==> src/rtl/somador_pkg.sv <==
// Shared types and elaboration helpers for the sequential slice adder.
package somador_pkg;

  typedef enum logic {IDLE = 1'b0, RUN = 1'b1} state_t;

  function automatic int unsigned nslice(input int unsigned width, input int unsigned slice);
    return width / slice;
  endfunction

  // Slice counter width; never below one bit even when a single slice covers the word.
  function automatic int unsigned cnt_width(input int unsigned width, input int unsigned slice);
    int unsigned n;
    n = nslice(width, slice);
    return ($clog2(n) < 1) ? 1 : $clog2(n);
  endfunction

endpackage

==> src/rtl/somador_fatia.sv <==
// Combinational SLICE-bit ripple adder; also exposes the carry into its top bit.
module somador_fatia #(
  parameter int unsigned SLICE = 1
) (
  input  logic [SLICE-1:0] a,
  input  logic [SLICE-1:0] b,
  input  logic             cin,
  output logic [SLICE-1:0] s,
  output logic             cout,
  output logic             c_msb
);

  logic [SLICE:0] w_c;

  always_comb begin
    w_c    = '0;
    s      = '0;
    w_c[0] = cin;
    for (int i = 0; i < SLICE; i++) begin
      s[i]     = a[i] ^ b[i] ^ w_c[i];
      w_c[i+1] = (a[i] & b[i]) | (w_c[i] & (a[i] ^ b[i]));
    end
  end

  assign cout  = w_c[SLICE];
  assign c_msb = w_c[SLICE-1];

endmodule

==> src/rtl/somador_sequencial.sv <==
// Multi-cycle adder/subtractor: SLICE bits per clock, LSB first, start/busy/done handshake.
module somador_sequencial
  import somador_pkg::*;
#(
  parameter int unsigned WIDTH = 8,
  parameter int unsigned SLICE = 1
) (
  input  logic             clk,
  input  logic             rst_n,
  input  logic             start,
  input  logic [WIDTH-1:0] A,
  input  logic [WIDTH-1:0] B,
  input  logic             Cin,
  input  logic             Sub,
  output logic [WIDTH-1:0] Sum,
  output logic             Cout,
  output logic             Ovf,
  output logic             Zero,
  output logic             busy,
  output logic             done
);

  localparam int unsigned NSLICE = nslice(WIDTH, SLICE);
  localparam int unsigned CNT_W  = cnt_width(WIDTH, SLICE);
  localparam logic [CNT_W-1:0] LAST = CNT_W'(NSLICE - 1);

  if ((SLICE == 0) || (WIDTH < 2) || ((WIDTH % SLICE) != 0)) begin : g_bad_params
    $error("somador_sequencial: WIDTH must be >= 2 and a multiple of SLICE");
  end

  state_t           r_state;
  logic [CNT_W-1:0] r_cnt;
  logic [WIDTH-1:0] r_a;
  logic [WIDTH-1:0] r_b;
  logic [WIDTH-1:0] r_part;
  logic             r_c;

  logic [SLICE-1:0] w_s;
  logic             w_cout;
  logic             w_cmsb;
  logic [WIDTH-1:0] w_part_nxt;

  somador_fatia #(
    .SLICE(SLICE)
  ) u_fatia (
    .a    (r_a[SLICE-1:0]),
    .b    (r_b[SLICE-1:0]),
    .cin  (r_c),
    .s    (w_s),
    .cout (w_cout),
    .c_msb(w_cmsb)
  );

  // New slice enters at the top, so after NSLICE shifts the word is in place.
  assign w_part_nxt = (r_part >> SLICE) | (WIDTH'(w_s) << (WIDTH - SLICE));
  assign busy       = (r_state == RUN);

  always_ff @(posedge clk or negedge rst_n) begin
    if (!rst_n) begin
      r_state <= IDLE;
      r_cnt   <= '0;
      r_a     <= '0;
      r_b     <= '0;
      r_part  <= '0;
      r_c     <= 1'b0;
      Sum     <= '0;
      Cout    <= 1'b0;
      Ovf     <= 1'b0;
      Zero    <= 1'b0;
      done    <= 1'b0;
    end else begin
      done <= 1'b0;
      unique case (r_state)
        IDLE: begin
          if (start) begin
            r_a     <= A;
            r_b     <= Sub ? ~B : B;
            r_c     <= Sub | Cin;
            r_cnt   <= '0;
            r_state <= RUN;
          end
        end
        RUN: begin
          r_a    <= r_a >> SLICE;
          r_b    <= r_b >> SLICE;
          r_c    <= w_cout;
          r_part <= w_part_nxt;
          r_cnt  <= r_cnt + 1'b1;
          if (r_cnt == LAST) begin
            Sum     <= w_part_nxt;
            Cout    <= w_cout;
            Ovf     <= w_cmsb ^ w_cout;
            Zero    <= (w_part_nxt == '0);
            done    <= 1'b1;
            r_cnt   <= '0;
            r_state <= IDLE;
          end
        end
        default: r_state <= IDLE;
      endcase
    end
  end

endmodule

==> config.mk <==
export PLATFORM = sky130hd
export DESIGN_NAME = somador_sequencial
export DESIGN_NICKNAME = d
export VERILOG_FILES = /design/src/rtl/somador_pkg.sv /design/src/rtl/somador_fatia.sv /design/src/rtl/somador_sequencial.sv
export SDC_FILE = /design/constraint.sdc
export NUM_CORES = 1
export LEC_CHECK = 0
export CORE_ASPECT_RATIO = 1.1
export CORE_MARGIN = 4
export CORE_UTILIZATION = 46
export DETAILED_ROUTE_END_ITERATION = 8
export PLACE_DENSITY = 0.77
export SYNTH_ARGS = -nofsm -noshare
export SYNTH_HDL_FRONTEND = slang
export SYNTH_SLANG_ARGS = --single-unit
==> constraint.sdc <==
create_clock -name clk -period 1.45 [get_ports clk]
set_input_delay 0.29 -clock clk [delete_from_list [all_inputs] [get_ports clk]]
set_output_delay 0.29 -clock clk [all_outputs]
set_load 0.01 [all_outputs]
==> impl_summary.log <==
[metrics] first-pass detailed-route iteration total: 4
[metrics] Yosys Warn Count: 0
[metrics] number of nets at the end of the flow: 210
[metrics] Fmax: between 0.6 and 0.7 GHz
[metrics] TritonCTS Buffers: 5
[metrics] Post-Synthesis Net Count: between 150 and 200
[metrics] fillers: 310
[metrics] combined area of all synthesized cells: roughly 1800 um^2
[metrics] Synth area leaders: sky130_fd_sc_hd__dfrtp_1, sky130_fd_sc_hd__mux2i_1, sky130_fd_sc_hd__mux2_2, sky130_fd_sc_hd__o21ai_0, sky130_fd_sc_hd__mux2_4
[metrics] signal arrival time at the worst endpoint: about 1600 ps
[metrics] post-route fraction of the period consumed by the critical path: between 90% and 100%
[metrics] post-route minimum period: approximately 1400 ps
[metrics] core box area: roughly 3700 um^2
[metrics] fraction of layout cells with a size suffix above 1: between 10% and 20%
[metrics] CP bufs+invs: 1
[metrics] clock insertion delay at the later pin of the skew report: approximately 290 ps
[metrics] 1st-iter DRT viols: approximately 60
[metrics] overall routing resource usage: about 17%
[metrics] library cells used by synthesis: 23
[metrics] combined area of the multi-input logic cells: approximately 750 um^2
[metrics] slew of the pin with the lowest slew margin: approximately 330 ps
[metrics] CTS Buffer Depth: 2
[metrics] area share of the largest cell type after synthesis: approximately 56%
[metrics] initial antenna violation count: 0
[metrics] via density per instance: approximately 5.0
[metrics] final weighted congestion in routability-driven placement: around 0.75
[metrics] vertical extent of the die: between 70 and 80 um
[metrics] global-route wire length before repair: around 6.0 mm
[metrics] cells along the critical path: fa_1 -> buf_4 -> mux2_4
[metrics] vias in the first global route: around 1300
[metrics] Die Area: 4990 um^2
[metrics] status: finished, final reports clean
[metrics] final count of pins violating max slew: 0
[metrics] most frequent cell after synthesis: sky130_fd_sc_hd__dfrtp_1
[metrics] antenna-violating nets left: 0
[metrics] number of placement rows: 23
[metrics] hpwl dp: around 2.5 mm
[metrics] average instance area after synthesis: between 10 and 15 um^2
[metrics] total via count in the routed design: approximately 1200
[metrics] number of antenna diodes: 0
[metrics] number of flip-flops and latches in the synthesized netlist: 40
[metrics] fraction of registers with async set or reset after synthesis: 100%
[metrics] required time of the worst setup path: 1630 ps
[metrics] worst-path maximum fanout: 2
[metrics] Layout Skew: ~3.8 ps
[metrics] number of input and output port buffers inserted: 33
[metrics] RSZ-0062 raised after global routing: yes
[metrics] startpoint type of the worst setup path: register
[metrics] largest stage delay on the critical path: 510 ps
[metrics] final cell area excluding filler cells: 2340 um^2
[metrics] sequential cell area: 1000 um^2
[metrics] number of synthesized flops with an enable pin: 0
[metrics] Post-Synthesis Cells: between 100 and 150
[metrics] commonest cells in the synthesized netlist: sky130_fd_sc_hd__dfrtp_1, sky130_fd_sc_hd__nand2_1, sky130_fd_sc_hd__o21ai_0
[metrics] reported leakage power: 1.14 nW
[metrics] worst slew slack as a fraction of its limit: roughly 78%
[metrics] clock transition at the registers of the reported paths: 70 ps
[metrics] maxcap violations: 0
[metrics] crit path capture type: register
[metrics] worst setup slack before clock tree synthesis: -64.9 ps
[metrics] worst min-delay path category: primary input to asynchronous set/reset pin
[metrics] total negative setup slack: 0 ps
[metrics] CTS Sinks: 40
[metrics] leftover overflow at the end of global routing: 0
[metrics] Clock Tree Root: sky130_fd_sc_hd__clkbuf_8
[metrics] number of hold violations in the final report: 0
[metrics] Layout Area Growth over Synthesis: 29.7%
[metrics] instance area after placement: ~2200 um^2
[metrics] width of the die: just under 70 um
[metrics] largest net degree at the start of global routing: 28
[metrics] drt wl/cell: between 10 and 15 um
[metrics] crit-path leading delay family: adder cells
[metrics] crit path max-delay cell type: sky130_fd_sc_hd__fa_1
[metrics] number of H-tree branching levels: 2
[metrics] initial standard-cell utilization of the core: between 40% and 50%
[metrics] worst hold slack across all endpoints: between 400 and 500 ps
[metrics] overall power: about 0.0043 W
[metrics] TritonCTS clock tree: yes
[metrics] Crit Path Category: register to register
[metrics] fraction of the yosys area taken by sequential cells: a little under three fifths
[metrics] post-synthesis cell type with the largest combined area: sky130_fd_sc_hd__dfrtp_1
[metrics] slack of the critical path: 17.0 ps
[metrics] count of unresolved DRC violations after routing: 0
[metrics] worst-case vdd ir drop: between 0.7 and 0.8 mV
[metrics] top flip-flop cell by instance count after synthesis: sky130_fd_sc_hd__dfrtp_1
[metrics] count of final setup violators: 0
[metrics] Total Routed Length: roughly 3.5 mm
[metrics] power per unit of standard cell area: approximately 1900 nW/um^2
[metrics] number of placed I/O pins: 34
## per-layer routing
| metal | global-route usage, % | routed length, um |
|---|---|---|
| met4 | 7.43 | 38 |
| met3 | 5.05 | 196 |
| met5 | 0 | 0 |
| met2 | 29.1 | 1850 |
| met1 | 18.5 | 1380 |
## through the flow
stage          util, %  instances
2_1_floorplan        -        143
3_3_place_gp      59.5        225
3_5_place_dp      59.5        225
4_1_cts           62.6        237
5_1_grt           63.0        237
6_report          63.0        237
## path summary, 6_finish.rpt
path | start | to | slack (ps) | depth (start not counted)
setup / recovery | r_a[0] | r_part[7] | 20 | 3
hold / removal | rst_n | Sum[2] | 430 | 2
min in group clk | Zero | Zero | 480 | 2
hold reg to reg | Zero | Zero | 480 | 2
max in group asynchronous | rst_n | r_b[0] | 560 | 3
setup reg to reg | r_a[0] | r_part[7] | 20 | 3
## registers in the layout (all words and copies together) (netlist names)
| signal | count |
|---|---|
| Cout | 1 |
| Ovf | 1 |
| Sum | 8 |
| Zero | 1 |
| busy | 1 |
| done | 1 |
| r_a | 8 |
| r_b | 8 |
| r_c | 1 |
| r_cnt | 3 |
| r_part | 7 |
## power by group
part           internal [W]  switching, W  total, W
logic              0.000964      0.000754   0.00172
registers           0.00157      0.000311   0.00188
clock network      0.000388      0.000358  0.000746
total               0.00292       0.00142   0.00435
## layout by cell type, fill, tap and decap left out, types with 2 or more instances in the layout
master | synthesis | routed
sky130_fd_sc_hd__clkbuf_8 | 0 | 6
sky130_fd_sc_hd__xor2_1 | 7 | 7
sky130_fd_sc_hd__dfrtp_1 | 40 | 40
sky130_fd_sc_hd__dlygate4sd2_1 | 0 | 12
sky130_fd_sc_hd__nand2b_1 | 2 | 2
sky130_fd_sc_hd__nor2_1 | 4 | 4
sky130_fd_sc_hd__o21ai_0 | 18 | 17
sky130_fd_sc_hd__clkdlybuf4s50_1 | 0 | 19
sky130_fd_sc_hd__a22o_1 | 2 | 2
sky130_fd_sc_hd__clkbuf_1 | 2 | 2
sky130_fd_sc_hd__mux2_4 | 5 | 6
sky130_fd_sc_hd__mux2_2 | 11 | 10
sky130_fd_sc_hd__mux2i_1 | 15 | 15
sky130_fd_sc_hd__nand2_1 | 19 | 19
sky130_fd_sc_hd__buf_4 | 2 | 7
sky130_fd_sc_hd__buf_12 | 1 | 3
sky130_fd_sc_hd__xnor2_1 | 2 | 2
## logic make-up after synthesis
logic type               synth area share, %
adder cells (fa/ha/maj)                 2.50
AND/OR/NAND/NOR                         6.80
multiplexers                            19.4
flip-flops                              55.5
XOR/XNOR                                4.37
AO/OA/AOI/OAI                           6.73
buffers and inverters                   4.72
## what timing repair did
action | CTS | global route
cloned | 1 | 0
hold buffers | 1 | 0
endpoints found under the hold margin | 12 | 0
resized for setup | 14 | 4
pin swaps | 3 | 1
setup buffers | 2 | 0
endpoints found under the setup margin | 17 | 6
## area by class of cell
class / instances / area share (%)
multi-input cells: 94 / 31.9
well taps: 50 / 2.68
inverters: 1 / 0.161
clock buffers: 8 / 3.85
flip-flops and latches: 40 / 42.8
repair buffers: 44 / 18.6
Power figures use the tool's default switching activity.
